### src/rtl/eth_pkg.sv
// Shared Ethernet/ARP constants, request record and byte-lane helper for the
// 64-bit AXI-stream datapath.
package eth_pkg;

    localparam logic [15:0] ETHERTYPE_ARP   = 16'h0806;
    localparam logic [15:0] ETHERTYPE_IPV4  = 16'h0800;
    localparam logic [15:0] ARP_HTYPE_ETH   = 16'h0001;
    localparam logic [15:0] ARP_OPER_REQ    = 16'h0001;
    localparam logic [15:0] ARP_OPER_REPLY  = 16'h0002;
    localparam logic [7:0]  ARP_HLEN_ETH    = 8'd6;
    localparam logic [7:0]  ARP_PLEN_IPV4   = 8'd4;
    localparam int          ARP_FRAME_BEATS = 8;
    localparam logic [7:0]  ARP_LAST_TKEEP  = 8'h0F;

    typedef enum logic {TX_IDLE, TX_SEND} tx_state_t;

    typedef struct packed {
        logic [47:0] sha;
        logic [31:0] spa;
    } arp_req_t;

    // Frame byte n sits in lane n%8, lane 0 being the low byte of tdata.
    function automatic logic [7:0] get_byte(input logic [63:0] tdata, input logic [2:0] n);
        return tdata[8*n +: 8];
    endfunction

endpackage

### src/rtl/arp_rx_parse.sv
// Watches the MAC RX stream, captures the ARP request fields by beat position
// and flags a request aimed at our IPv4 address on the frame's last beat.
module arp_rx_parse
    import eth_pkg::*;
#(
    parameter logic [47:0] MAC_ADDR = 48'h000A3502AF9A,
    parameter logic [31:0] IP_ADDR  = 32'hC0A80001
) (
    input  logic        clk156,
    input  logic        eth_rst,
    input  logic        rx_tvalid,
    input  logic [63:0] rx_tdata,
    input  logic        rx_tlast,
    input  logic        rx_tuser,
    output logic        req_valid,
    output arp_req_t    req
);

    logic [2:0]       idx;
    logic [7:0][7:0]  lane;
    logic [47:0]      dst_mac, sha;
    logic [31:0]      spa;
    logic [15:0]      etype, htype, ptype, oper, tpa_hi, tpa_lo, tpa_lo_now;
    logic [7:0]       hlen, plen;
    logic             hdr_ok;

    always_comb begin
        for (int i = 0; i < 8; i++) lane[i] = get_byte(rx_tdata, i[2:0]);
    end

    // Beat index saturates at 6: everything of interest lives in beats 0..5.
    always_ff @(posedge clk156) begin
        if (eth_rst) begin
            idx <= '0;
        end else if (rx_tvalid) begin
            if (rx_tlast)          idx <= '0;
            else if (idx != 3'd6)  idx <= idx + 3'd1;
        end
    end

    always_ff @(posedge clk156) begin
        if (rx_tvalid) begin
            unique case (idx)
                3'd0: dst_mac <= {lane[0], lane[1], lane[2], lane[3], lane[4], lane[5]};
                3'd1: begin
                    etype <= {lane[4], lane[5]};
                    htype <= {lane[6], lane[7]};
                end
                3'd2: begin
                    ptype       <= {lane[0], lane[1]};
                    hlen        <= lane[2];
                    plen        <= lane[3];
                    oper        <= {lane[4], lane[5]};
                    sha[47:32]  <= {lane[6], lane[7]};
                end
                3'd3: begin
                    sha[31:0] <= {lane[0], lane[1], lane[2], lane[3]};
                    spa       <= {lane[4], lane[5], lane[6], lane[7]};
                end
                3'd4: tpa_hi <= {lane[6], lane[7]};
                3'd5: tpa_lo <= {lane[0], lane[1]};
                default: ;
            endcase
        end
    end

    // A 6-beat frame ends on the beat carrying the TPA tail, so look at it live.
    assign tpa_lo_now = (idx == 3'd5) ? {lane[0], lane[1]} : tpa_lo;

    assign hdr_ok = (dst_mac == 48'hFFFF_FFFF_FFFF || dst_mac == MAC_ADDR) &&
                    etype == ETHERTYPE_ARP  && htype == ARP_HTYPE_ETH &&
                    ptype == ETHERTYPE_IPV4 && hlen  == ARP_HLEN_ETH  &&
                    plen  == ARP_PLEN_IPV4  && oper  == ARP_OPER_REQ;

    assign req_valid = rx_tvalid && rx_tlast && rx_tuser && (idx >= 3'd5) &&
                       hdr_ok && ({tpa_hi, tpa_lo_now} == IP_ADDR);

    assign req.sha = sha;
    assign req.spa = spa;

endmodule

### src/rtl/eth_arp_responder.sv
// ARP responder: one-deep pending slot between the RX parser and a TX FSM that
// streams a 60-byte reply to the MAC over AXI-stream.
module eth_arp_responder
    import eth_pkg::*;
#(
    parameter logic [47:0] MAC_ADDR = 48'h000A3502AF9A,
    parameter logic [31:0] IP_ADDR  = 32'hC0A80001
) (
    input  logic        clk156,
    input  logic        eth_rst,
    input  logic        s_axis_rx_tvalid,
    input  logic [63:0] s_axis_rx_tdata,
    input  logic [7:0]  s_axis_rx_tkeep,
    input  logic        s_axis_rx_tlast,
    input  logic        s_axis_rx_tuser,
    output logic        m_axis_tx_tvalid,
    input  logic        m_axis_tx_tready,
    output logic [63:0] m_axis_tx_tdata,
    output logic [7:0]  m_axis_tx_tkeep,
    output logic        m_axis_tx_tlast,
    output logic        m_axis_tx_tuser,
    output logic [15:0] reply_cnt,
    output logic [15:0] drop_cnt
);

    localparam logic [2:0] LAST_BEAT = 3'(ARP_FRAME_BEATS - 1);

    logic             req_valid;
    arp_req_t         rx_req, slot, tx_req, src;
    logic             pending;
    tx_state_t        state, state_nxt;
    logic [2:0]       beat, beat_nxt;
    logic             consume, load, tx_done, tvalid_nxt, tlast_nxt;
    logic [63:0]      tdata_nxt;
    logic [7:0]       tkeep_nxt;
    logic [0:63][7:0] frame;
    logic             rx_tkeep_unused;

    // Field position within the beat defines the request; byte enables carry nothing extra.
    assign rx_tkeep_unused = ^s_axis_rx_tkeep;
    assign m_axis_tx_tuser = 1'b0;

    arp_rx_parse #(
        .MAC_ADDR (MAC_ADDR),
        .IP_ADDR  (IP_ADDR)
    ) u_rx_parse (
        .clk156    (clk156),
        .eth_rst   (eth_rst),
        .rx_tvalid (s_axis_rx_tvalid),
        .rx_tdata  (s_axis_rx_tdata),
        .rx_tlast  (s_axis_rx_tlast),
        .rx_tuser  (s_axis_rx_tuser),
        .req_valid (req_valid),
        .req       (rx_req)
    );

    // Whole reply in wire order; frame[0] is the first byte out.
    assign src   = (state == TX_IDLE) ? slot : tx_req;
    assign frame = {src.sha, MAC_ADDR, ETHERTYPE_ARP, ARP_HTYPE_ETH, ETHERTYPE_IPV4,
                    ARP_HLEN_ETH, ARP_PLEN_IPV4, ARP_OPER_REPLY, MAC_ADDR, IP_ADDR,
                    src.sha, src.spa, 176'd0};

    always_comb begin
        state_nxt  = state;
        beat_nxt   = beat;
        consume    = 1'b0;
        load       = 1'b0;
        tx_done    = 1'b0;
        tvalid_nxt = m_axis_tx_tvalid;
        unique case (state)
            TX_IDLE: if (pending) begin
                consume    = 1'b1;
                load       = 1'b1;
                beat_nxt   = '0;
                tvalid_nxt = 1'b1;
                state_nxt  = TX_SEND;
            end
            TX_SEND: if (m_axis_tx_tvalid && m_axis_tx_tready) begin
                if (beat == LAST_BEAT) begin
                    tx_done    = 1'b1;
                    tvalid_nxt = 1'b0;
                    state_nxt  = TX_IDLE;
                end else begin
                    load     = 1'b1;
                    beat_nxt = beat + 3'd1;
                end
            end
            default: state_nxt = TX_IDLE;
        endcase
    end

    // Output registers only move on a load or at frame end, so a stalled beat holds.
    always_comb begin
        tdata_nxt = m_axis_tx_tdata;
        tkeep_nxt = m_axis_tx_tkeep;
        tlast_nxt = m_axis_tx_tlast;
        if (load) begin
            for (int i = 0; i < 8; i++) tdata_nxt[8*i +: 8] = frame[{beat_nxt, i[2:0]}];
            tkeep_nxt = (beat_nxt == LAST_BEAT) ? ARP_LAST_TKEEP : 8'hFF;
            tlast_nxt = (beat_nxt == LAST_BEAT);
        end else if (tx_done) begin
            tdata_nxt = '0;
            tkeep_nxt = '0;
            tlast_nxt = 1'b0;
        end
    end

    always_ff @(posedge clk156) begin
        if (eth_rst) begin
            state            <= TX_IDLE;
            beat             <= '0;
            pending          <= 1'b0;
            slot             <= '0;
            tx_req           <= '0;
            m_axis_tx_tvalid <= 1'b0;
            m_axis_tx_tdata  <= '0;
            m_axis_tx_tkeep  <= '0;
            m_axis_tx_tlast  <= 1'b0;
            reply_cnt        <= '0;
            drop_cnt         <= '0;
        end else begin
            state            <= state_nxt;
            beat             <= beat_nxt;
            m_axis_tx_tvalid <= tvalid_nxt;
            m_axis_tx_tdata  <= tdata_nxt;
            m_axis_tx_tkeep  <= tkeep_nxt;
            m_axis_tx_tlast  <= tlast_nxt;
            if (consume) tx_req <= slot;
            if (tx_done) reply_cnt <= reply_cnt + 16'd1;
            // A request landing as the slot drains refills it instead of dropping.
            if (req_valid) begin
                if (!pending || consume) begin
                    slot    <= rx_req;
                    pending <= 1'b1;
                end else begin
                    drop_cnt <= drop_cnt + 16'd1;
                end
            end else if (consume) begin
                pending <= 1'b0;
            end
        end
    end

endmodule
### config.mk
export PLATFORM = sky130hd
export DESIGN_NAME = eth_arp_responder
export DESIGN_NICKNAME = d
export VERILOG_FILES = /design/src/rtl/eth_pkg.sv /design/src/rtl/arp_rx_parse.sv /design/src/rtl/eth_arp_responder.sv
export SDC_FILE = /design/constraint.sdc
export NUM_CORES = 1
export LEC_CHECK = 0
export ABC_AREA = 1
export BUFFER_PORTS_ARGS = -buffer_cell sky130_fd_sc_hd__clkbuf_2
export CAP_MARGIN = 20
export CORE_MARGIN = 2
export CORE_UTILIZATION = 50
export CTS_CLUSTER_SIZE = 14
export DETAILED_ROUTE_END_ITERATION = 7
export GPL_TIMING_DRIVEN = 0
export HOLD_SLACK_MARGIN = 0.15
export PLACE_DENSITY = 0.66
export SLEW_MARGIN = 0
export SYNTH_ARGS = -nofsm -noshare
export SYNTH_HDL_FRONTEND = slang
export SYNTH_SLANG_ARGS = --single-unit
### constraint.sdc
create_clock -name clk156 -period 7.5 [get_ports clk156]
set_clock_uncertainty 0.05 [all_clocks]
set_input_delay 1.5 -clock clk156 [delete_from_list [all_inputs] [get_ports clk156]]
set_output_delay 1.5 -clock clk156 [all_outputs]
set_load 0.01 [all_outputs]
==> impl_metrics.env <==
export IMPL_clockBufferDepth=3
export IMPL_p_leak_nw=9.59
export IMPL_ys_warn_count=0
export IMPL_post_dp_hpwl_um=40500
export IMPL_gp_congestion=0.914
export IMPL_cts_resized=0
export IMPL_drive_above_1_share=0.135
export IMPL_crit_required_ns=7.94
export IMPL_synth_compound_area_frac=0.103
export IMPL_drv_slew=0
export IMPL_min_path_type="reg -> reg"
export IMPL_antennaDiodeCount=0
export IMPL_tritoncts="built"
export IMPL_critPathLaunchType="input port"
export IMPL_finalHoldViolCount=0
export IMPL_synth_top_family_by_area="simple AND/OR/NAND/NOR gates"
export IMPL_synth_seq_cells=508
export IMPL_synth_edf_count=240
export IMPL_cpMostUsedCell="nor2_1"
export IMPL_synth_fa_ha_area_frac=0.00490
export IMPL_port_buffers=175
export IMPL_grt_usage=0.256
export IMPL_rsz0062_at_grt="false"
export IMPL_syn_nets=2343
export IMPL_crit_buf_inv=3
export IMPL_synth_area_mux_share=0
export IMPL_fmax_mhz=297
export IMPL_h_tree_depth=2
export IMPL_path_class="in -> reg"
export IMPL_core_area_sq_um=40600
export IMPL_setup_tns_ns=0
export IMPL_max_stage_delay_ns=0.45
export IMPL_yosysSeqAreaShare=0.616
export IMPL_dp_cells=2970
export IMPL_root_buffer="clkbuf_16"
export IMPL_synthCells=2257
export IMPL_n_fill_cell=3554
export IMPL_crit_path_max_fanout=22
export IMPL_synth_main_ff_cell="dfxtp_1"
export IMPL_cpMaxStageDelayCell="clkbuf_2"
export IMPL_wl_um=54300
export IMPL_drt_pass1_iterations=6
export IMPL_crit_chain="clkbuf_2, nand4_1, nor2_1, nand2_1, nor2_1, nand2_1, nor2_1, nand3_1, buf_2, buf_1, nor3_1, nor2_1"
export IMPL_fin_cells=3067
export IMPL_clk_pin_slew_ns=0.06
export IMPL_multiInputGateArea_sq_um=6580
export IMPL_grt_pass1_wl_um=82800
export IMPL_std_cell_rows=74
export IMPL_dieWidth_um=206
export IMPL_avgSynthCellArea_sq_um=9.05
export IMPL_maxCapViolCount=0
export IMPL_period_share=0.450
export IMPL_cts_inserted_buffers=52
export IMPL_cp_top_family="simple AND/OR/NAND/NOR gates"
export IMPL_area_growth_pct=16.5
export IMPL_nets=2578
export IMPL_syn_cell_area_sq_um=20400
export IMPL_grt_max_degree=45
export IMPL_antenna_found_initial=0
export IMPL_grt_overflow=0
export IMPL_initial_utilization=0.504
export IMPL_postCtsHoldBufs=0
export IMPL_cts_setup_buffers=0
export IMPL_ant_nets=0
export IMPL_drc=0
export IMPL_grt_pass1_vias=14900
export IMPL_dieArea_sq_um=42500
export IMPL_wl_per_cell_um=17.7
export IMPL_ir_drop_v=0.000209
export IMPL_end_kind="register"
export IMPL_p_per_area_nw_per_um2=241
export IMPL_die_h_um=206
export IMPL_vias=16100
export IMPL_postSynth_asyncResetShare=0
export IMPL_area_sequential_sq_um=12600
export IMPL_synth_simple_area_share=0.212
export IMPL_critPathArrivalTime_ns=3.81
export IMPL_clk_latency_ns=0.62
export IMPL_setup_viol=0
export IMPL_status="finished, final reports clean"
export IMPL_clkSinkCount=508
export IMPL_post_synth_xor_area_fraction=0.000429
export IMPL_worstMarginPinSlew_ns=0.961
export IMPL_drtIter0Drc=1325
export IMPL_fin_crit_ns=3.37
export IMPL_pin_count=185
export IMPL_synth_cell_type_count=40
export IMPL_detail_route_vias_per_cell=5.25
export IMPL_relSlewSlack=0.360
## registers in the layout, summed over array words and instances (netlist names), 32 cells and up
| signal | flops |
|---|---|
| slot | 80 |
| u_rx_parse.spa | 32 |
| m_axis_tx_tdata | 64 |
| u_rx_parse.sha | 48 |
| tx_req | 80 |
| u_rx_parse.dst_mac | 48 |
## cells by family (layout without fill, tap and decap cells)
logic type	Yosys count	after routing
buf+inv	308	586
xor+xnor	1	1
compound gates	390	390
simple gates	1041	1041
other cells	1	1
fa+ha+maj	8	8
flops	508	508
## power by group
group | switching [W] | total (W) | leakage, nW | internal, W
Combinational | 0.000123 | 0.000169 | 4.39 | 0.0000457
Sequential | 0.0000216 | 0.00298 | 4.36 | 0.00295
Clock | 0.00106 | 0.00259 | 0.840 | 0.00153
Total | 0.00121 | 0.00574 | 9.59 | 0.00453
## cell usage after synthesis, drive strengths merged (2+ instances only)
cell | instances | area (sq um)
or2 | 2 | 12.5
inv | 183 | 687
nor3b | 3 | 22.5
nand3b | 3 | 22.5
dfxtp | 268 | 5370
nor2 | 350 | 1340
a31oi | 8 | 50.1
nor4 | 5 | 37.5
o211ai | 22 | 165
a211oi | 23 | 173
nand2 | 492 | 1920
nand3 | 66 | 330
o31ai | 7 | 52.6
clkbuf | 79 | 297
ha | 8 | 100
nand4 | 20 | 125
buf | 46 | 313
a21oi | 148 | 744
o21ai | 179 | 896
edfxtp | 240 | 7210
and2 | 3 | 18.8
nor3 | 97 | 497
## per-layer routing
| layer | wire length [um] | track usage | vias up |
|---|---|---|---|
| li1 | - | - | 7977 |
| met1 | 24700 | 0.355 | 7532 |
| met2 | 24900 | 0.415 | 493 |
| met3 | 3270 | 0.0393 | 91 |
| met4 | 1460 | 0.0783 | 0 |
| met5 | 0 | 0 | - |
## final timing paths
| path | from | end | slack [ns] | depth (start not counted) |
|---|---|---|---|---|
| hold / removal | reply_cnt[15] | reply_cnt[15] | 0.41 | 1 |
| setup / recovery | s_axis_rx_tvalid | slot[4] | 4.13 | 12 |
| hold reg to reg | reply_cnt[15] | reply_cnt[15] | 0.41 | 1 |
| setup reg to reg | u_rx_parse.idx[1] | slot[4] | 4.53 | 16 |
## through the flow
stage          setup WS [ns]  instance area [sq um]  power [W]   util  hold slack, ns
3_5_place_dp            3.52                  22100    0.00320  0.544           0.397
2_1_floorplan           2.12                  20400    0.00311      -           0.391
5_1_grt                 3.94                  23800    0.00590  0.587           0.428
3_3_place_gp           0.478                  22000    0.00320  0.542           0.404
6_report                4.13                  23800    0.00574  0.587           0.409
4_1_cts                 4.12                  23800    0.00578  0.587           0.408
## final cells by class
| cell class | count | area share |
|---|---|---|
| well taps | 532 | 0.0280 |
| plain buffers | 125 | 0.0256 |
| repair buffers | 181 | 0.0405 |
| clock buffers | 75 | 0.0617 |
| multi-input cells | 1441 | 0.277 |
| clock inverters | 22 | 0.0103 |
| inverters | 183 | 0.0289 |
| flip-flops and latches | 508 | 0.528 |
## layout by cell type (no fill, tap or decap), drive strengths merged, types with 22 or more instances in the layout
master / count
nand2: 492
nor2: 350
clkbuf: 329
dfxtp: 268
edfxtp: 240
inv: 185
o21ai: 179
a21oi: 148
nor3: 97
nand3: 66
buf: 52
a211oi: 23
o211ai: 22
No activity file was read; power rests on OpenSTA's default activity.
